## src/rtl/softmax_sequencer.sv

```systemverilog
// Streaming argmax over one frame of LAYER_SZ signed neuron outputs.
// Tracks the running maximum per accepted beat and holds the winning index/score until accepted.
module softmax_sequencer #(
    parameter int SIZE     = 16,
    parameter int LAYER_SZ = 10
) (
    input  logic            clk,
    input  logic            rst,
    input  logic            in_valid,
    input  logic [SIZE-1:0] in_data,
    input  logic            in_last,
    output logic            in_ready,
    output logic            out_valid,
    input  logic            out_ready,
    output logic [SIZE-1:0] class_out,
    output logic [SIZE-1:0] max_out,
    output logic            frame_err
);

    localparam logic [SIZE-1:0] LAST_IDX = SIZE'(LAYER_SZ - 1);

    typedef enum logic {
        COLLECT = 1'b0,
        RESULT  = 1'b1
    } state_t;

    state_t          state;
    logic [SIZE-1:0] cnt;
    logic [SIZE-1:0] max_reg;
    logic [SIZE-1:0] class_reg;
    logic            err_reg;

    always_ff @(posedge clk) begin
        if (rst) begin
            state     <= COLLECT;
            cnt       <= '0;
            max_reg   <= '0;
            class_reg <= '0;
            err_reg   <= 1'b0;
        end else begin
            case (state)
                COLLECT: begin
                    if (in_valid) begin
                        if (cnt == '0) begin
                            max_reg   <= in_data;
                            class_reg <= '0;
                            err_reg   <= 1'b0;
                        end else if ($signed(in_data) > $signed(max_reg)) begin
                            max_reg   <= in_data;
                            class_reg <= cnt;
                        end
                        // A frame closes on in_last or on the final beat; error when exactly one of them holds.
                        if (in_last || (cnt == LAST_IDX)) begin
                            state   <= RESULT;
                            cnt     <= '0;
                            err_reg <= in_last != (cnt == LAST_IDX);
                        end else begin
                            cnt <= cnt + 1'b1;
                        end
                    end
                end
                RESULT: begin
                    if (out_ready) begin
                        state <= COLLECT;
                        cnt   <= '0;
                    end
                end
                default: state <= COLLECT;
            endcase
        end
    end

    assign in_ready  = (state == COLLECT);
    assign out_valid = (state == RESULT);
    assign class_out = class_reg;
    assign max_out   = max_reg;
    assign frame_err = err_reg;

endmodule

```

## config.mk

```make
export PLATFORM = sky130hd
export DESIGN_NAME = softmax_sequencer
export DESIGN_NICKNAME = d
export VERILOG_FILES = /design/src/rtl/softmax_sequencer.sv
export SDC_FILE = /design/constraint.sdc
export NUM_CORES = 1
export LEC_CHECK = 0
export ABC_AREA = 1
export BUFFER_PORTS_ARGS = -buffer_cell sky130_fd_sc_hd__buf_4
export CAP_MARGIN = 40
export CORE_MARGIN = 10
export CORE_UTILIZATION = 50
export CTS_CLUSTER_DIAMETER = 150
export DETAILED_ROUTE_END_ITERATION = 10
export PLACE_DENSITY = 0.73
export SYNTH_ARGS = -nofsm -noshare
export SYNTH_HDL_FRONTEND = slang
export SYNTH_SLANG_ARGS = --single-unit
export TNS_END_PERCENT = 1
```

## constraint.sdc

```tcl
create_clock -name clk -period 3.9 [get_ports clk]
set_clock_uncertainty 0.2 [all_clocks]
set_input_delay 0 -clock clk [delete_from_list [all_inputs] [get_ports clk]]
set_output_delay 0 -clock clk [all_outputs]
set_load 0.01 [all_outputs]
```

==> results.txt <==
The category of the worst setup path launch point is a register. In the layout the commonest cells are sky130_fd_sc_hd__nand2_1, sky130_fd_sc_hd__inv_1, sky130_fd_sc_hd__a21oi_1, sky130_fd_sc_hd__buf_4, sky130_fd_sc_hd__dfxtp_1. The area of the die came out at 0.00929 mm². The clock-pin slew reported for the worst setup and hold paths after clock tree synthesis is 0.10 ns. The die width came out at 96.4 µm. The synthesized net count came out at 475. The portion of total power attributed to sequential cells came out at 0.480. The timing-limited maximum frequency came out at 348 MHz. The post-route core utilization is 0.654. The clock tree synthesis step divided the H-tree into 2 levels. The cell count after synthesis came out at 434.

The average routed wire per standard cell is 13.0 µm. The slack of the critical path is 1.02 ns. Clock tree synthesis found a total of 50 sinks. The worst setup path is of the reg2reg kind. In this run the most critical hold path is launched from in_valid. The tightest min-delay check is of the in2reg type. The number of top-level pins is 56. The placeable core region came out at 0.00557 mm².

The capture endpoint of the worst hold path is cnt[1]$_SDFFE_PP0P_. The power after layout is 1180 µW. TritonCTS built the clock tree. The worst setup timing slack at the placement stage came out at 1.41 ns. The via count of the first global-routing pass came out at 2770. STA classifies the critical path endpoint as a register. The largest fanout of any net on the critical path came out at 10. The endpoint of the worst-slack reg-to-reg timing path is out_valid$_SDFF_PP0_. For this design the total switching power over the nets is 375 µW. Power spread over the standard cell area amounts to 325 mW/mm². Dividing the final minimum period by the clock period gives 0.738.

The height of the chip is 96.4 µm. The final cell count without fillers is 572. Data on the critical path is required at its endpoint by 3.96 ns. The initial antenna violation count is 0. In this run the worst setup path begins at cnt[14]$_SDFFE_PP0P_. The instance count along the most critical hold path came out at 5.

The final max-slew violation count came out at 0. The flip-flop and latch count after synthesis is 50. The flow ran to the end, and the final reports show no timing, DRC or antenna violations.

The cell chosen for the clock root is sky130_fd_sc_hd__clkbuf_8. The internal power contribution is 808 µW. After legalization and detailed placement, the total HPWL measured 5320 µm. The logic depth of the worst register-to-register path is 9. The final hold violation count is 0.

The share of synthesized area occupied by flip-flops and latches is 0.343. The clock group share of total power came out at 0.271. The final critical-path required period came out at 2.88 ns. The post-route setup TNS came out at 0 ns.

The number of remaining DRC errors came out at 0. The tool flagged a number of max-cap violations equal to 0. The cell area that synthesis handed to floorplanning was 0.00292 mm². For this run, the total global-route usage over all layers was measured as 0.165. Setup repair after global routing left no endpoint under its margin.

The standby leakage power is 0.00170 µW. The area added between synthesis and finish came out at 24.9%. The pin count of the biggest net entering global routing is 67. The first-pass detailed-route iteration total is 4. The global placer's final weighted congestion came out at 0.863.

At the pin with the least slew margin, the transition time is 0.624 ns. Each instance of the synthesized netlist takes up on average 6.72 µm². The number of distinct standard cells referenced by the synthesized netlist is 30. The first routing iteration left 152 violations.

The net count of the finished layout came out at 540. The library cell used most frequently in the layout, excluding fill and tap cells, is sky130_fd_sc_hd__nand2_1. The routed design has 7460 µm of wire. For flop-to-flop paths, the worst setup slack is 1.02 ns. The deepest clock path buffer count came out at 2.

The total congestion overflow after global routing is 0. The number of vias per cell after detailed routing came out at 5.08. The arrival time of the worst setup path is 2.94 ns. The normalized max-slew margin came out at 0.584. The maximum ir drop on the vdd rail came out at 0.000200 V. The logic gate share of total power is 0.250. The fraction of power spent switching nets is 0.317. The number of buffers inserted during clock tree synthesis came out at 5. Setup violations remaining at the end of the flow were counted as 0. The number of buffers inserted to repair setup after CTS came out at 0. The count of antenna-violating nets left after detailed routing came out at 0. The number of vias in the routed layout came out at 2907. The clock reaches the later pin of the worst-skew pair after 0.31 ns.

The share of post-route cells with drive strength above 1 came out at 0.158. The number of port buffers is 55. The diode insertion count for antenna repair is 0. In this run the critical register-to-register path is launched from cnt[14]$_SDFFE_PP0P_.

The initialized floorplan defines 27 standard-cell rows. The first-pass GRT wire length is 12600 µm. The initial cell density of the core is 0.523. Including well taps, the total number of placed cells is 544. The count of yosys warnings during synthesis is 0.
## per-stage QoR
| step | hold slack, ns | area [µm²] |
|---|---|---|
| 2_1_floorplan | -0.0108 | 2920 |
| 3_3_place_gp | 0.0895 | 3320 |
| 6_report | 0.0298 | 3640 |
| 3_5_place_dp | 0.0964 | 3350 |
| 5_1_grt | 0.0563 | 3640 |
| 4_1_cts | 0.0193 | 3640 |
## area by class of cell
cell class / count / area (µm²)
inverter: 69 / 259
fill: 528 / 1930
sequential: 50 / 1000
clock inverter: 3 / 23.8
tap: 72 / 90.1
clock buffer: 5 / 68.8
multi-input combinational: 295 / 1550
timing repair buffer: 78 / 656
## power by group through the flow
stage          registers (µW)  logic, µW  clock network (µW)
6_report                  568        295                 320
3_3_place_gp              579        270                   0
2_1_floorplan             589        166                   0
4_1_cts                   568        298                 329
5_1_grt                   572        338                 347
3_5_place_dp              579        281                   0
## synthesized netlist by cell type
| library cell | n | share of area |
|---|---|---|
| sky130_fd_sc_hd__a2111oi_0 | 1 | 0.0030 |
| sky130_fd_sc_hd__a211oi_1 | 5 | 0.013 |
| sky130_fd_sc_hd__a21o_1 | 1 | 0.0026 |
| sky130_fd_sc_hd__a21oi_1 | 59 | 0.10 |
| sky130_fd_sc_hd__and3_1 | 1 | 0.0021 |
| sky130_fd_sc_hd__buf_1 | 4 | 0.0051 |
| sky130_fd_sc_hd__buf_6 | 6 | 0.023 |
| sky130_fd_sc_hd__clkbuf_1 | 10 | 0.013 |
| sky130_fd_sc_hd__clkinv_1 | 1 | 0.0013 |
| sky130_fd_sc_hd__dfxtp_1 | 50 | 0.34 |
| sky130_fd_sc_hd__ha_1 | 20 | 0.086 |
| sky130_fd_sc_hd__inv_1 | 66 | 0.085 |
| sky130_fd_sc_hd__inv_2 | 2 | 0.0026 |
| sky130_fd_sc_hd__nand2_1 | 82 | 0.11 |
| sky130_fd_sc_hd__nand2_2 | 1 | 0.0021 |
| sky130_fd_sc_hd__nand2_4 | 1 | 0.0039 |
| sky130_fd_sc_hd__nand3_1 | 45 | 0.077 |
| sky130_fd_sc_hd__nand4_1 | 5 | 0.011 |
| sky130_fd_sc_hd__nand4_2 | 1 | 0.0043 |
| sky130_fd_sc_hd__nor2_1 | 49 | 0.063 |
| sky130_fd_sc_hd__nor2_2 | 3 | 0.0064 |
| sky130_fd_sc_hd__nor2_4 | 1 | 0.0039 |
| sky130_fd_sc_hd__nor3_1 | 8 | 0.014 |
| sky130_fd_sc_hd__nor4_1 | 2 | 0.0043 |
| sky130_fd_sc_hd__nor4_2 | 2 | 0.0086 |
| sky130_fd_sc_hd__o211ai_1 | 1 | 0.0026 |
| sky130_fd_sc_hd__o21ai_0 | 3 | 0.0051 |
| sky130_fd_sc_hd__o21ai_1 | 2 | 0.0034 |
| sky130_fd_sc_hd__o21bai_1 | 1 | 0.0026 |
| sky130_fd_sc_hd__or2_2 | 1 | 0.0021 |
## registers in the layout, summed over array words and instances (netlist names)
register / flops
max_out: 16
out_valid: 1
class_out: 16
frame_err: 1
cnt: 16
## critical path: stages, from the launching register on
cell and delay, ns:
sky130_fd_sc_hd__dfxtp_1 0.33, sky130_fd_sc_hd__inv_1 0.11, sky130_fd_sc_hd__nand3_1 0.12, sky130_fd_sc_hd__nor4_2 0.31
sky130_fd_sc_hd__nand4_1 0.18, sky130_fd_sc_hd__ha_1 0.24, sky130_fd_sc_hd__nand2_1 0.10, sky130_fd_sc_hd__clkinv_1 0.28
sky130_fd_sc_hd__a2111oi_0 0.35, sky130_fd_sc_hd__dlygate4sd3_1 0.59
## cells by family after synthesis
logic type	count (synthesis)	share of synthesized area
AO/OA/AOI/OAI	73	0.133
adder cells (fa/ha/maj)	20	0.0858
buffers and inverters	89	0.130
flip-flops	50	0.343
AND/OR/NAND/NOR	202	0.308
## layer usage
layer	part of all wire	global-route usage	up-vias
li1	-	-	1527
met1	0.44	0.201	1302
met2	0.49	0.279	66
met3	0.052	0.0347	12
met4	0.018	0.0630	0
met5	0	0	-
## worst max-delay path by stage
| stage | endpoint | slack, ns |
|---|---|---|
| 3_5_place_dp | class_out[15]$_SDFFE_PP0P_ | 1.41 |
| 3_3_place_gp | class_out[15]$_SDFFE_PP0P_ | 1.50 |
| 5_1_grt | out_valid$_SDFF_PP0_ | 0.73 |
| 4_1_cts | out_valid$_SDFF_PP0_ | 1.05 |
| 6_report | out_valid$_SDFF_PP0_ | 1.02 |
| 2_1_floorplan | max_out[10]$_SDFFE_PP0P_ | 1.82 |
## what timing repair did
action | in CTS | in global routing
endpoints found under the hold margin | 33 | 0
resized for setup | 0 | 0
hold buffers | 20 | 0
No activity file was read; power rests on OpenSTA's default activity.
